**config.mk**
```make
export PLATFORM = sky130hd
export DESIGN_NAME = mod_updown_counter
export DESIGN_NICKNAME = d
export VERILOG_FILES = /design/src/rtl/stopwatch_pkg.sv /design/src/rtl/mod_updown_counter.sv
export SDC_FILE = /design/constraint.sdc
export NUM_CORES = 1
export LEC_CHECK = 0
export CORE_AREA = 2 2 39 41
export DETAILED_ROUTE_END_ITERATION = 10
export DIE_AREA = 0 0 41 43
export PLACE_DENSITY_LB_ADDON = 0.2
export SLEW_MARGIN = 40
export SYNTH_ARGS = -nofsm -noshare
export SYNTH_HDL_FRONTEND = slang
export SYNTH_SLANG_ARGS = --single-unit
```
**constraint.sdc**
```tcl
create_clock -name clk -period 5.5 [get_ports clk]
set_clock_uncertainty 0.2 [all_clocks]
set_input_delay 1.1 -clock clk [delete_from_list [all_inputs] [get_ports clk]]
set_output_delay 1.1 -clock clk [all_outputs]
set_load 0.005 [all_outputs]
```
**src/rtl/stopwatch_pkg.sv**
```systemverilog
// Shared constants, operation decode and parameter checks for stopwatch digit stages.
package stopwatch_pkg;

  localparam int unsigned DIGIT_W              = 4;
  localparam int unsigned MOD_DECIMAL          = 10;
  localparam int unsigned MOD_SEXAGESIMAL_TENS = 6;
  localparam int unsigned MOD_HOURS            = 24;

  // Operation applied to a digit on one clock edge, after priority resolution.
  typedef enum logic [2:0] {
    OP_HOLD = 3'd0,
    OP_CLR  = 3'd1,
    OP_LOAD = 3'd2,
    OP_UP   = 3'd3,
    OP_DOWN = 3'd4
  } digit_op_e;

  // Priority: clear beats load beats count beats hold.
  function automatic digit_op_e decode_op(input logic clr, input logic load,
                                          input logic count, input logic up_dn);
    digit_op_e op;
    op = OP_HOLD;
    if (clr) begin
      op = OP_CLR;
    end else if (load) begin
      op = OP_LOAD;
    end else if (count) begin
      op = up_dn ? OP_UP : OP_DOWN;
    end
    return op;
  endfunction

  // A modulus must give at least two states and fit in the digit width.
  function automatic bit modulus_legal(input int unsigned width, input int unsigned modulus);
    return (modulus >= 2) && (64'(modulus) <= (64'(1) << width));
  endfunction

endpackage

```
**src/rtl/mod_updown_counter.sv**
```systemverilog
// Modulo-N up/down digit counter with clear, range-checked load and
// combinational carry/borrow for same-cycle cascading.
// Optional sticky wrap flag output ovf when MOD_COUNTER_OVF_EN is defined.
module mod_updown_counter
  import stopwatch_pkg::*;
#(
  parameter int unsigned WIDTH   = DIGIT_W,
  parameter int unsigned MODULUS = MOD_DECIMAL
) (
  input  logic             clk,
  input  logic             reset,
  input  logic             clr,
  input  logic             load,
  input  logic             count,
  input  logic             up_dn,
  input  logic [WIDTH-1:0] d,
  output logic [WIDTH-1:0] q,
  output logic             co,
  output logic             load_err
`ifdef MOD_COUNTER_OVF_EN
  ,
  output logic             ovf
`endif
);

  localparam int unsigned      CMP_W   = WIDTH + 1;
  localparam logic [WIDTH-1:0] TERM    = WIDTH'(MODULUS - 1);
  localparam logic [CMP_W-1:0] MOD_EXT = CMP_W'(MODULUS);

  // Reject moduli that cannot be represented or give fewer than two states.
  if (!modulus_legal(WIDTH, MODULUS)) begin : g_bad_modulus
    $error("mod_updown_counter: MODULUS %0d illegal for WIDTH %0d", MODULUS, WIDTH);
  end

  digit_op_e        op;
  logic             at_top;
  logic             at_zero;
  logic             q_illegal;
  logic             load_ok;
  logic [WIDTH-1:0] q_nxt;
  logic             err_nxt;

  // Resolve the per-edge operation and the terminal-count / range compares.
  always_comb begin
    op        = decode_op(clr, load, count, up_dn);
    at_top    = (q == TERM);
    at_zero   = (q == '0);
    q_illegal = (CMP_W'(q) >= MOD_EXT);
    load_ok   = (CMP_W'(d) < MOD_EXT);
  end

  // Carry on up-count at terminal value, borrow on down-count at zero.
  always_comb begin
    co = 1'b0;
    if (op == OP_UP) begin
      co = at_top;
    end else if (op == OP_DOWN) begin
      co = at_zero;
    end
  end

  // Next count and load error flag; an illegal count value recovers to zero.
  always_comb begin
    q_nxt   = q;
    err_nxt = 1'b0;
    case (op)
      OP_CLR: begin
        q_nxt = '0;
      end
      OP_LOAD: begin
        if (load_ok) begin
          q_nxt = d;
        end else begin
          q_nxt   = TERM;
          err_nxt = 1'b1;
        end
      end
      OP_UP: begin
        if (at_top || q_illegal) begin
          q_nxt = '0;
        end else begin
          q_nxt = q + WIDTH'(1);
        end
      end
      OP_DOWN: begin
        if (q_illegal) begin
          q_nxt = '0;
        end else if (at_zero) begin
          q_nxt = TERM;
        end else begin
          q_nxt = q - WIDTH'(1);
        end
      end
      default: begin
        q_nxt = q;
      end
    endcase
  end

  // Count and load error registers.
  always_ff @(posedge clk or posedge reset) begin
    if (reset) begin
      q        <= '0;
      load_err <= 1'b0;
    end else begin
      q        <= q_nxt;
      load_err <= err_nxt;
    end
  end

`ifdef MOD_COUNTER_OVF_EN
  logic ovf_nxt;

  // Sticky wrap flag: clear and load win, otherwise any carry/borrow sets it.
  always_comb begin
    ovf_nxt = ovf;
    if ((op == OP_CLR) || (op == OP_LOAD)) begin
      ovf_nxt = 1'b0;
    end else if (co) begin
      ovf_nxt = 1'b1;
    end
  end

  // Wrap flag register.
  always_ff @(posedge clk or posedge reset) begin
    if (reset) begin
      ovf <= 1'b0;
    end else begin
      ovf <= ovf_nxt;
    end
  end
`endif

endmodule

```
# Yosys cells after proc, flatten, opt, wreduce, memory -nomap -nowiden

Cells that the tools add are included.

Register bits: 5
Input bits: 10
Output and inout port bits: 6
Logic and storage cells: 27

Add/subtract/negate cells: 2
Order comparisons: 2
Equality and inequality tests: 5
Muxes and demuxes: 13
Reduce and logical (&&, ||, !) cells: 3

Operator list:

| kind                                              | count |
|---|---|
| two-way mux 4 bit                                 | 4 |
| case mux 4 bit (4 select lines)                   | 1 |
| two-way mux 3 bit                                 | 4 |
| == test 3 x 2 -> 1 bit, second input constant     | 2 |
| adder 4 x 1 -> 4 bit, second input constant       | 1 |
| == test 4 bit, second input constant              | 1 |
| >= comparator 4 bit, second input constant        | 1 |
| logical NOT 4 bit                                 | 1 |
| less-than comparator 4 bit, second input constant | 1 |
| two-way mux 1 bit                                 | 4 |
| nonzero test 4 bit                                | 1 |
| subtractor 4 x 1 -> 4 bit, second input constant  | 1 |
| == test 3 x 1 -> 1 bit, second input constant     | 1 |
| == test 3 bit, second input constant              | 1 |
| logical OR 1 bit                                  | 1 |

# Depth between registers and ports, before layout

Gate-level depths: netlist (run 1).

Word-level depth: 7
Gate-level depth with buffers: 6

# Worst setup path before layout (run 1)

OpenSTA, ideal clock, no wires.

Path type: input to output
Start: in load
End: out co
Arrival time: 1792 ps
Setup slack: 2408 ps
Stages on the path: 3
Buffers on the path: 1
Path through: buf_6 or3b_4 nor3_1

Cells in the longest elaborated chain, start to end: 5
Elaborated cells on any way between the ends: 6
Classes of those cells: eq/ne (2); mux (4)

Ends and longest elaborated chain:

| element               | RTL line                 | text |
|---|---|---|
| start, declared       | mod_updown_counter.sv:13 | `input logic load,` |
| two-way mux 3 bit (*) | stopwatch_pkg.sv:25      | `end else if (load) begin` |
| two-way mux 3 bit (*) | stopwatch_pkg.sv:23      | `if (clr) begin` |
| == test 3 bit         | mod_updown_counter.sv:57 | `end else if (op == OP_DOWN) begin` |
| two-way mux 1 bit     | mod_updown_counter.sv:57 |  |
| two-way mux 1 bit (*) | mod_updown_counter.sv:55 | `if (op == OP_UP) begin` |
| end, declared         | mod_updown_counter.sv:18 | `output logic co,` |

Mark *: on every way between the ends. The rest lies on a longest branch, timed or not.

# Worst setup path in the final report (run 1)

Same ends and word-level chain as after synthesis.

==> impl_results.md, run 1 <==
* Result of the run: complete, no violations
* FP Rows at 14
* Sum of negative setup slack at 0 ns
* Cell type of the slowest stage on the worst timing path: clkdlybuf4s50_1
* Number of global-route vias before repair at 499
* Net switching component of the power at 54.4 uW
* Die Footprint at 0.00176 mm2
* Setup bufs post-CTS at 0
* Synthesized-area fraction occupied by ao, oa, aoi and oai cells at 0.265
* Slowest cell delay on critical path at 0.54 ns
* Power per Cell Area at ~230 mW/mm2
* Die width at between 40 and 50 um
* Cell variety after synth at 30
* Synth Area in XOR/XNOR at 0.0175
* Classification of the worst setup path: input port to output pin
* Detailed-router iteration count before antenna repair at 4
* Logic gate share of total power at 0.379
* Delay-heaviest family, CP: buffers and inverters
* Main combinational cell family by area after synthesis: compound AO/OA/AOI/OAI gates
* GRT Util Overall at 0.168
* HP Class: flip-flop to flip-flop
* Startpoint Class: input port
* Drc violations at 0
* Synth-to-layout area growth at 35.5%
* Multiplexer share of the synthesized area at 0
* Cells along the critical path: clkdlybuf4s50_1 -> or3b_4 -> nor3_1 -> clkdlybuf4s50_1
* Combined buffer and inverter count along the critical path at 2
* Part of the power in registers at 0.366
* Sort of element at the end of the critical path: output pin
* Number of max-cap violations at 0
* HPWL Detailed at 960 um
* Most numerous cell in the Yosys netlist: inv_1
* Number of top-level pins at 16
* Number of gates resized after CTS at 0
* Most common flop cell mapped by yosys: dfrtp_1
* Total clock sinks at 5
* Initial antenna violation count at 0
* Count of flip-flops with a built-in enable after synthesis at 0
* Starting density of the core at 0.362
* Switching part of the total at 0.343
* Synthesized netlist cell count at 60
* Count of pins over their slew limit at 0
* Leakage Power at 0.000274 uW
* Port-buffer cells at 15
* Fraction of registers with async set/reset at 1.00
* VDD IR-drop max at 0.0740 mV
* Total CTS buffers at 3
* Yosys top cell by area: dfrtp_1
* TritonCTS clock tree: yes
* Adder-cell area share of the yosys netlist at 0.125
* Critical path data required time at 4.20 ns
* Most instantiated cells after synthesis: inv_1, dfrtp_1, ha_1, a21oi_1, nor3_1
* Post-layout minimum cycle time at 4.09 ns
* Clock latency on the worst-skew pair at 0.23 ns
* Fraction of the mapped netlist area in simple logic gates at 0.260
* Number of register bits inferred by synthesis at 5
* Root buffer cell: clkbuf_4
* Wire length of the first global-routing pass at 2060 um
* Arrival time of data at the critical path endpoint at 2.79 ns
* Largest fanout on the critical path at 9
* Core Box Area at 0.00138 mm2
* Setup repair after global routing missed its margin: no
* Total length of routed wires at 1230 um
* Share of final-layout standard cells stronger than drive strength 1 at 0.0789
* Min setup slack post-route at 1.41 ns
* Worst-case headroom to the max-slew limit at 0.781
* Sequential cell area fraction in the yosys report at 0.250
* Hold_buf cts at 0
* Warnings from Yosys at 0
* Area share of the largest cell type after synthesis at 0.250
* Number of buffers on the longest clock path at 2
* Number of endpoints with negative hold slack in the final report at 0
* Cell internal pwr at 104 uW
* Top cells by area in the synthesized netlist: dfrtp_1, ha_1, inv_1
* Largest net degree at the start of global routing at 12
* DRT antenna net count at 0
* Layout Nets at 92
* Maximum level of the CTS H-tree at 1
* Via density per instance at between 5 and 6
* Area of the mapped netlist at 500 um2
* Die outline height at 43 um
* Detailed router's first-iteration violation count at 1
* Avg Synthesized Cell Area at 8.34 um2
* Via count of the routed design at approximately 480
* Cell repeated most along the worst path: clkdlybuf4s50_1
* Average wire length per cell after detail routing at 13.4 um
* Clock-pin slew on the worst setup and hold paths at 0.04 ns
* Final setup violation count at 0
* Measured slew at the worst slew-check pin at roughly 0.33 ns
* Highest Clock Rate at 245 MHz
* RePlAce Congestion at 0.834
* Final period utilization at 0.743
* Overall overflow remaining after global route at 0
* Number of nets produced by synthesis at 75
* Clock network power share at 0.254
* Setup slack after placement at between 1 and 1.5 ns
* Diodes inserted at 0
-- routing by layer --
layer / track usage / share of wire / vias to the layer above / wire (um)
li1: - / - / 258 / -
met1: 0.215 / 0.46 / 213 / 567
met2: 0.259 / 0.50 / 10 / 614
met3: 0 / 0.030 / 2 / 37
met4: 0.113 / 0.0097 / 0 / 12
met5: 0 / 0 / - / 0
-- state kept, by name (all words and copies together), names as in the netlist --
signal	cells
q	4
load_err	1
-- through the flow --
step	power [uW]	cell area, um2	util	std cells	hold slack, ns
after floorplan	90.6	500	-	60	0.496
after detailed placement	119	652	0.471	88	0.569
after global routing	172	678	0.490	92	0.624
after CTS	162	678	0.490	92	0.579
final	158	678	0.490	92	0.577
after global placement	118	652	0.471	88	0.572
-- tightest hold or removal path, delay by kind of cell (launching register included) --
| family | cells | cell delay [ns] |
|---|---|---|
| flops | 1 | 0.45 |
| compound gates | 2 | 0.29 |
-- kinds of logic (layout without fill, tap and decap cells) --
kind of cell             after synthesis  in the layout
flip-flops                             5              5
adder cells (fa/ha/maj)                5              5
AND/OR/NAND/NOR                       21             21
AO/OA/AOI/OAI                         19             19
XOR/XNOR                               1              1
buffers and inverters                  9             25
-- layout by cell type, fill, tap and decap left out, drive strengths merged, types with 2 or more instances in the layout --
cell type      Yosys  routed
o21ai              3       3
clkbuf             2       4
a211oi             2       2
clkdlybuf4s50      0      15
nor2               3       3
nor3               4       4
nand2              2       2
ha                 5       5
inv                6       6
or3                2       2
a211o              2       2
dfrtp              5       5
or3b               2       2
a221oi             2       2
a21oi              4       4
nor3b              3       3
-- worst paths after layout --
check / endpoint / depth (start not counted) / slack [ns] / from
setup / recovery: co / 4 / 1.41 / load
hold / removal: q[0] / 2 / 0.58 / q[0]
setup reg to reg: q[2] / 6 / 3.36 / q[1]
hold reg to reg: q[0] / 2 / 0.58 / q[0]
max in group asynchronous: q[1] / 2 / 4.08 / reset
min in group asynchronous: load_err / 2 / 0.86 / reset
-- final cells by class --
type | count | area, um2
tap | 16 | 20.0
timing repair buffer | 15 | 150
fill | 150 | 706
inverter | 6 | 22.5
clock buffer | 4 | 26.3
multi-input combinational | 46 | 334
sequential | 5 | 125
-- power groups by stage --
stage	sequential [uW]	clock [uW]	combinational, uW
after detailed placement	59.0	0	59.8
after floorplan	48.1	0	42.5
after CTS	58.4	42.7	60.5
after global routing	60.6	43.9	67.5
final	58.0	40.3	60.0
after global placement	58.4	0	59.8
Power figures use the tool's default switching activity.
==> run 2, diff against run 1 <==
==> constraint.sdc (replaced) <==
create_clock -name clk -period 3.7 [get_ports clk]
set_clock_uncertainty 0.2 [all_clocks]
set_input_delay 0.74 -clock clk [delete_from_list [all_inputs] [get_ports clk]]
set_output_delay 0.74 -clock clk [all_outputs]
set_load 0.005 [all_outputs]
==> run 2 against run 1 <==
Net effect:
- register-to-register slack got worse by 1.8 ns
- die area unchanged
- total power rose by 55%
- via count is 9.5% higher
- combinational power grew 51%
- sequential power is 49% higher
- flip-flop and latch count stayed put
- utilization increased by 0.54 points
- cell count increased by 1.1%
- highest routed layer unchanged
==> impl_results.md, run 2 (synthesized netlist as in run 1, its figures left out) <==
* Result of the run: complete, no violations
* Count of pins over their slew limit at 0 (unchanged)
* Share of final-layout standard cells stronger than drive strength 1 at 0.0909 (+0.0120)
* Number of top-level pins at 16 (unchanged)
* Final period utilization at 0.911
* Switching part of the total at 0.366 (+0.0224)
* Critical path data required time at 2.76 ns (-1.44 ns)
* Registers with the most flip-flops: q: 4 flops, load_err: 1 flops
* Core Box Area at 0.00138 mm2 (unchanged)
* Total CTS buffers at 3 (unchanged)
* Detailed-router iteration count before antenna repair at 4 (unchanged)
* Die width at 41 um (unchanged)
* Initial antenna violation count at 0 (unchanged)
* TritonCTS clock tree: yes
* DRT antenna net count at 0 (unchanged)
* Wire length of the first global-routing pass at 2060 um (unchanged)
* Register ranked first by flip-flop count: q
* Average wire length per cell after detail routing at 14.3 um (+7.0%)
* Total clock sinks at 5 (unchanged)
* Maximum level of the CTS H-tree at 1 (unchanged)
* Cell repeated most along the worst path: clkdlybuf4s50_1
* Power per Cell Area at 358 mW/mm2 (+53%)
* Flip-flop count of the largest register after layout at 4 (unchanged)
* Via density per instance at 5.69 (+8.3%)
* Root buffer cell: clkbuf_4
* Measured slew at the worst slew-check pin at 0.344 ns (+0.0172 ns)
* RePlAce Congestion at 0.800 (-4.1%)
* Delay-heaviest family, CP: buffers and inverters
* Final setup violation count at 0 (unchanged)
* Clock latency on the worst-skew pair at 0.26 ns (+0.03 ns)
* Cell type of the slowest stage on the worst timing path: clkdlybuf4s50_1
* Number of endpoints with negative hold slack in the final report at 0 (unchanged)
* Classification of the worst setup path: input port to output pin
* Port-buffer cells at 15 (unchanged)
* Arrival time of data at the critical path endpoint at 2.43 ns (-0.36 ns)
* Detailed router's first-iteration violation count at 12 (+11)
* Leakage Power at 0.000279 uW (+1.8%)
* Synth-to-layout area growth at 37.0%
* Finished layout cell area at 686 um2 (+1.1%)
* Overall overflow remaining after global route at 0 (unchanged)
* Cell internal pwr at 156 uW (+50%)
* Total length of routed wires at 1330 um (+8.2%)
* Number of buffers on the longest clock path at 2 (unchanged)
* Setup repair after global routing missed its margin: no
* Layout Nets at 93 (+1.1%)
* Startpoint Class: input port
* Via count of the routed design at 529 (+9.5%)
* Diodes inserted at 0 (unchanged)
* Hold_buf cts at 0 (unchanged)
* Post-layout utilization of the core at 0.495 (+0.00543)
* Number of logic stages on the critical path including buffering at 4 (unchanged)
* Sum of negative setup slack at 0 ns (unchanged)
* Placed cell areas at 659 um2 (+1.2%)
* VDD IR-drop max at 0.127 mV (+72%)
* HP Class: input port to asynchronous set/reset pin
* Largest fanout on the critical path at 6 (-3)
* Number of max-cap violations at 0 (unchanged)
* Net switching component of the power at 89.8 uW (+65%)
* GRT Util Overall at 0.178 (+0.00988)
* Setup bufs post-CTS at 0 (unchanged)
* Post-layout minimum cycle time at 3.37 ns
* Sort of element at the end of the critical path: output pin
* Number of cell instances on the worst register-to-register path at 6 (unchanged)
* Worst-case headroom to the max-slew limit at 0.771 (-0.00967)
* Number of global-route vias before repair at 478 (-4.2%)
* FP Rows at 14 (unchanged)
* Clock-pin slew on the worst setup and hold paths at 0.05 ns (about the same)
* Starting density of the core at 0.362 (unchanged)
* Commonest cells after routing, fill and taps aside: clkdlybuf4s50_1, inv_1, ha_1, dfrtp_1
* Logic gate share of total power at 0.369 (-0.010)
* Cells along the critical path: clkdlybuf4s50_1 -> or3b_4 -> nor3_1 -> clkdlybuf4s50_1
* Largest net degree at the start of global routing at 12 (unchanged)
* Die Footprint at 0.00176 mm2 (unchanged)
* Number of gates resized after CTS at 0 (unchanged)
* Combined buffer and inverter count along the critical path at 2 (unchanged)
* Worst setup path start: count
* Clock network power share at 0.278 (+0.024)
* Die outline height at 43 um (unchanged)
* Startpoint of the worst-slack reg-to-reg timing path: q[1]
* Highest Clock Rate at 297 MHz
* Drc violations at 0 (unchanged)
* Part of the power in registers at 0.352 (-0.014)
* Leading cell type in the layout, fill and taps excluded: clkdlybuf4s50_1
* Slowest cell delay on critical path at 0.56 ns (+0.02 ns)
* HPWL Detailed at 998 um (+3.9%)
-- run 2: changes by cell type in the layout (fill, tap and decap cells not counted) --
cell | before | now
buf_4 | 0 | 1
-- run 2: power groups by stage --
stage	Clock [uW]	Sequential, uW	Combinational, uW
final	68.3	86.4	90.6
after CTS	70.3	85.9	90.8
after global placement	0	86.7	90.2
after global routing	70.7	87.9	101
after floorplan	0	71.6	63.1
after detailed placement	0	86.9	90.1
-- run 2: per-stage QoR --
step           setup slack, ns  hold slack (ns)  power [uW]  instances
6_report                 0.329            0.489         245         93
5_1_grt                  0.236            0.511         259         93
4_1_cts                  0.325            0.488         247         93
3_5_place_dp             0.340            0.584         177         89
3_3_place_gp             0.355            0.588         177         89
2_1_floorplan             1.33            0.319         135         60
-- run 2: layout make-up --
type                    count  area, um2
inverters                   6       22.5
clock buffers               4       26.3
fillers                   135        698
multi-input cells          46        334
flip-flops and latches      5        125
repair buffers             16        158
well taps                  16       20.0
-- run 2: per-layer routing --
layer	up-vias	global-route usage	wire, um
met5	-	0	0
met4	0	0.127	36
met3	4	0.0157	44
met2	10	0.275	687
met1	258	0.215	563
li1	257	-	-
-- run 2: path summary, 6_finish.rpt --
| kind | slack [ns] | endpoint |
|---|---|---|
| worst max-delay path | 0.33 | co |
| worst min-delay path | 0.49 | load_err |
| worst max register to register | 1.57 | q[2] |
| worst min register to register | 0.60 | q[0] |
| max in group asynchronous | 2.64 | q[0] |
| min in group clk | 0.60 | q[0] |
==> run 3, diff against run 2 <==
==> constraint.sdc (replaced) <==
create_clock -name clk -period 3.31 [get_ports clk]
set_clock_uncertainty 0.2 [all_clocks]
set_input_delay 0.662 -clock clk [delete_from_list [all_inputs] [get_ports clk]]
set_output_delay 0.662 -clock clk [all_outputs]
set_load 0.005 [all_outputs]
==> run 3 against run 2 <==
Net effect:
- critical path depth unchanged
- clock-buffer cell count unchanged
- die area unchanged
- sequential power up 8.7%
==> impl_results.md, run 3 (synthesized netlist as in run 1, its figures left out) <==
* Clock network power share at 0.256 (-0.022)
* Number of endpoints with negative hold slack in the final report at 0 (unchanged)
* Classification of the worst setup path: input port to output pin
* Number of gates resized after CTS at 0 (unchanged)
* Synth-to-layout area growth at 41.5%
* Overall overflow remaining after global route at 0 (unchanged)
* Largest fanout on the critical path at 3 (-3)
* Setup repair after global routing missed its margin: no
* Met2 usage in global routing at 0.244 (-0.0313)
* Final setup violation count at 0 (unchanged)
* Slowest cell delay on critical path at 0.52 ns (-0.04 ns)
* Via count of the routed design at 523 (-1.1%)
* Number of max-cap violations at 0 (unchanged)
* Hold_buf cts at 0 (unchanged)
* Measured slew at the worst slew-check pin at 0.323 ns (-0.0206 ns)
* Sum of negative setup slack at 0 ns (unchanged)
* Highest Clock Rate at between 300 and 400 MHz
* Combined buffer and inverter count along the critical path at 2 (unchanged)
* Cell internal pwr at 177 uW (+14%)
* Diodes inserted at 0 (unchanged)
* Detailed router's first-iteration violation count at 21 (+9)
* TritonCTS clock tree: yes
* Average wire length per cell after detail routing at 13.2 um (-8.1%)
* Total CTS buffers at 3 (unchanged)
* Switching part of the total at 0.344 (-0.0217)
* VDD IR-drop max at 0.154 mV (+21%)
* RePlAce Congestion at 0.852 (+6.6%)
* Initial antenna violation count at 0 (unchanged)
* Post-layout minimum cycle time at roughly 3.1 ns
* Critical path data required time at 2.45 ns (-0.31 ns)
* Die Footprint at 0.00176 mm2 (unchanged)
* FP Rows at 14 (unchanged)
* Port-buffer cells at 15 (unchanged)
* Power per Cell Area at 380 mW/mm2 (+6.3%)
* Maximum level of the CTS H-tree at 1 (unchanged)
* Layout Nets at 96 (+3.2%)
* Drc violations at 0 (unchanged)
* HPWL Detailed at 978 um (-2.0%)
* Result of the run: complete, no violations
* Count of pins over their slew limit at 0 (unchanged)
* Clock latency on the worst-skew pair at 0.24 ns (-0.02 ns)
* Total clock sinks at 5 (unchanged)
* Core Box Area at 0.00138 mm2 (unchanged)
* Setup slack after placement at 0.194 ns (-0.146 ns)
* Cell type of the slowest stage on the worst timing path: clkdlybuf4s50_1
* Cells along the critical path: clkdlybuf4s50_1 -> or3b_4 -> nor3_1 -> clkdlybuf4s50_1
* Min setup slack post-route at 0.208 ns (-0.120 ns)
* Flip-flop count of the largest register after layout at 4 (unchanged)
* Number of global-route vias before repair at 473 (-1.0%)
* GRT Util Overall at 0.162 (-0.0157)
* Worst-case headroom to the max-slew limit at 0.785 (+0.0137)
* Startpoint Class: input port
* Net switching component of the power at 92.7 uW (+3.3%)
* Final period utilization at 0.937
* Number of buffers on the longest clock path at 2 (unchanged)
* Largest net degree at the start of global routing at 12 (unchanged)
* Share of final-layout standard cells stronger than drive strength 1 at 0.125 (+0.0341)
* Global-route layer with the greatest usage: met2
* Delay-heaviest family, CP: buffers and inverters
* Setup bufs post-CTS at 0 (unchanged)
* Die outline height at 43 um (unchanged)
* Commonest cells after routing, fill and taps aside: clkdlybuf4s50_1, inv_1, ha_1, dfrtp_1
* Part of the power in registers at 0.348 (-0.004)
* Register ranked first by flip-flop count: q
* Via density per instance at 5.45 (-4.2%)
* Sort of element at the end of the critical path: output pin
* Clock-pin slew on the worst setup and hold paths at 0.04 ns (about the same)
* Detailed-router iteration count before antenna repair at 4 (unchanged)
* Total length of routed wires at 1260 um (-5.1%)
* Die width at 41 um (unchanged)
* Met3 global-route usage at 0.0314 (+0.0157)
* Registers with the most flip-flops: q: 4 flops, load_err: 1 flops
* Number of top-level pins at 16 (unchanged)
* DRT antenna net count at 0 (unchanged)
* Root buffer cell: clkbuf_4
* Arrival time of data at the critical path endpoint at 2.24 ns (-0.19 ns)
* Leakage Power at 0.000294 uW (+5.3%)
* HP Class: input port to asynchronous set/reset pin
* Cell repeated most along the worst path: clkdlybuf4s50_1
* Logic gate share of total power at 0.396 (+0.027)
* Starting density of the core at 0.362 (unchanged)
* Wire length of the first global-routing pass at 1970 um (-4.4%)
* Leading cell type in the layout, fill and taps excluded: clkdlybuf4s50_1
* GR met1 Demand/Resource at 0.220 (+0.00463)
## run 3: cell type report
| type | instances | area [um2] |
|---|---|---|
| Sequential cell | 5 | 125 |
| Fill cell | 146 | 676 |
| Inverter | 6 | 22.5 |
| Clock buffer | 4 | 26.3 |
| Tap cell | 16 | 20.0 |
| Timing Repair Buffer | 19 | 180 |
| Multi-Input combinational cell | 46 | 334 |
## run 3: power by group through the flow
stage | clock network [uW] | registers (uW) | logic (uW)
2_1_floorplan | 0 | 80.0 | 70.5
3_3_place_gp | 0 | 95.0 | 106
3_5_place_dp | 0 | 95.0 | 106
4_1_cts | 70.2 | 94.0 | 107
5_1_grt | 76.3 | 95.0 | 118
6_report | 68.9 | 93.9 | 107
## run 3: final timing paths
check / end / depth (start not counted) / slack (ns) / from
setup / recovery: co / 4 / 0.21 / count
hold / removal: load_err / 2 / 0.42 / reset
setup reg to reg: q[2] / 6 / 1.24 / q[1]
hold reg to reg: q[2] / 2 / 0.57 / q[2]
max in group asynchronous: q[2] / 2 / 2.32 / reset
min in group clk: q[2] / 2 / 0.57 / q[2]
## run 3: per-layer routing
layer	wire [um]	vias to the layer above
li1	-	265
met1	570	236
met2	602	20
met3	75	2
met4	14	0
met5	0	-
## run 3: stage by stage
step | total power (uW) | instances | instance area, um2 | hold WS, ns | util
2_1_floorplan | 151 | 60 | 500 | 0.241 | -
3_3_place_gp | 201 | 92 | 682 | 0.573 | 0.493
3_5_place_dp | 201 | 92 | 682 | 0.566 | 0.493
4_1_cts | 271 | 96 | 708 | 0.424 | 0.512
5_1_grt | 290 | 96 | 708 | 0.440 | 0.512
6_report | 269 | 96 | 708 | 0.421 | 0.512
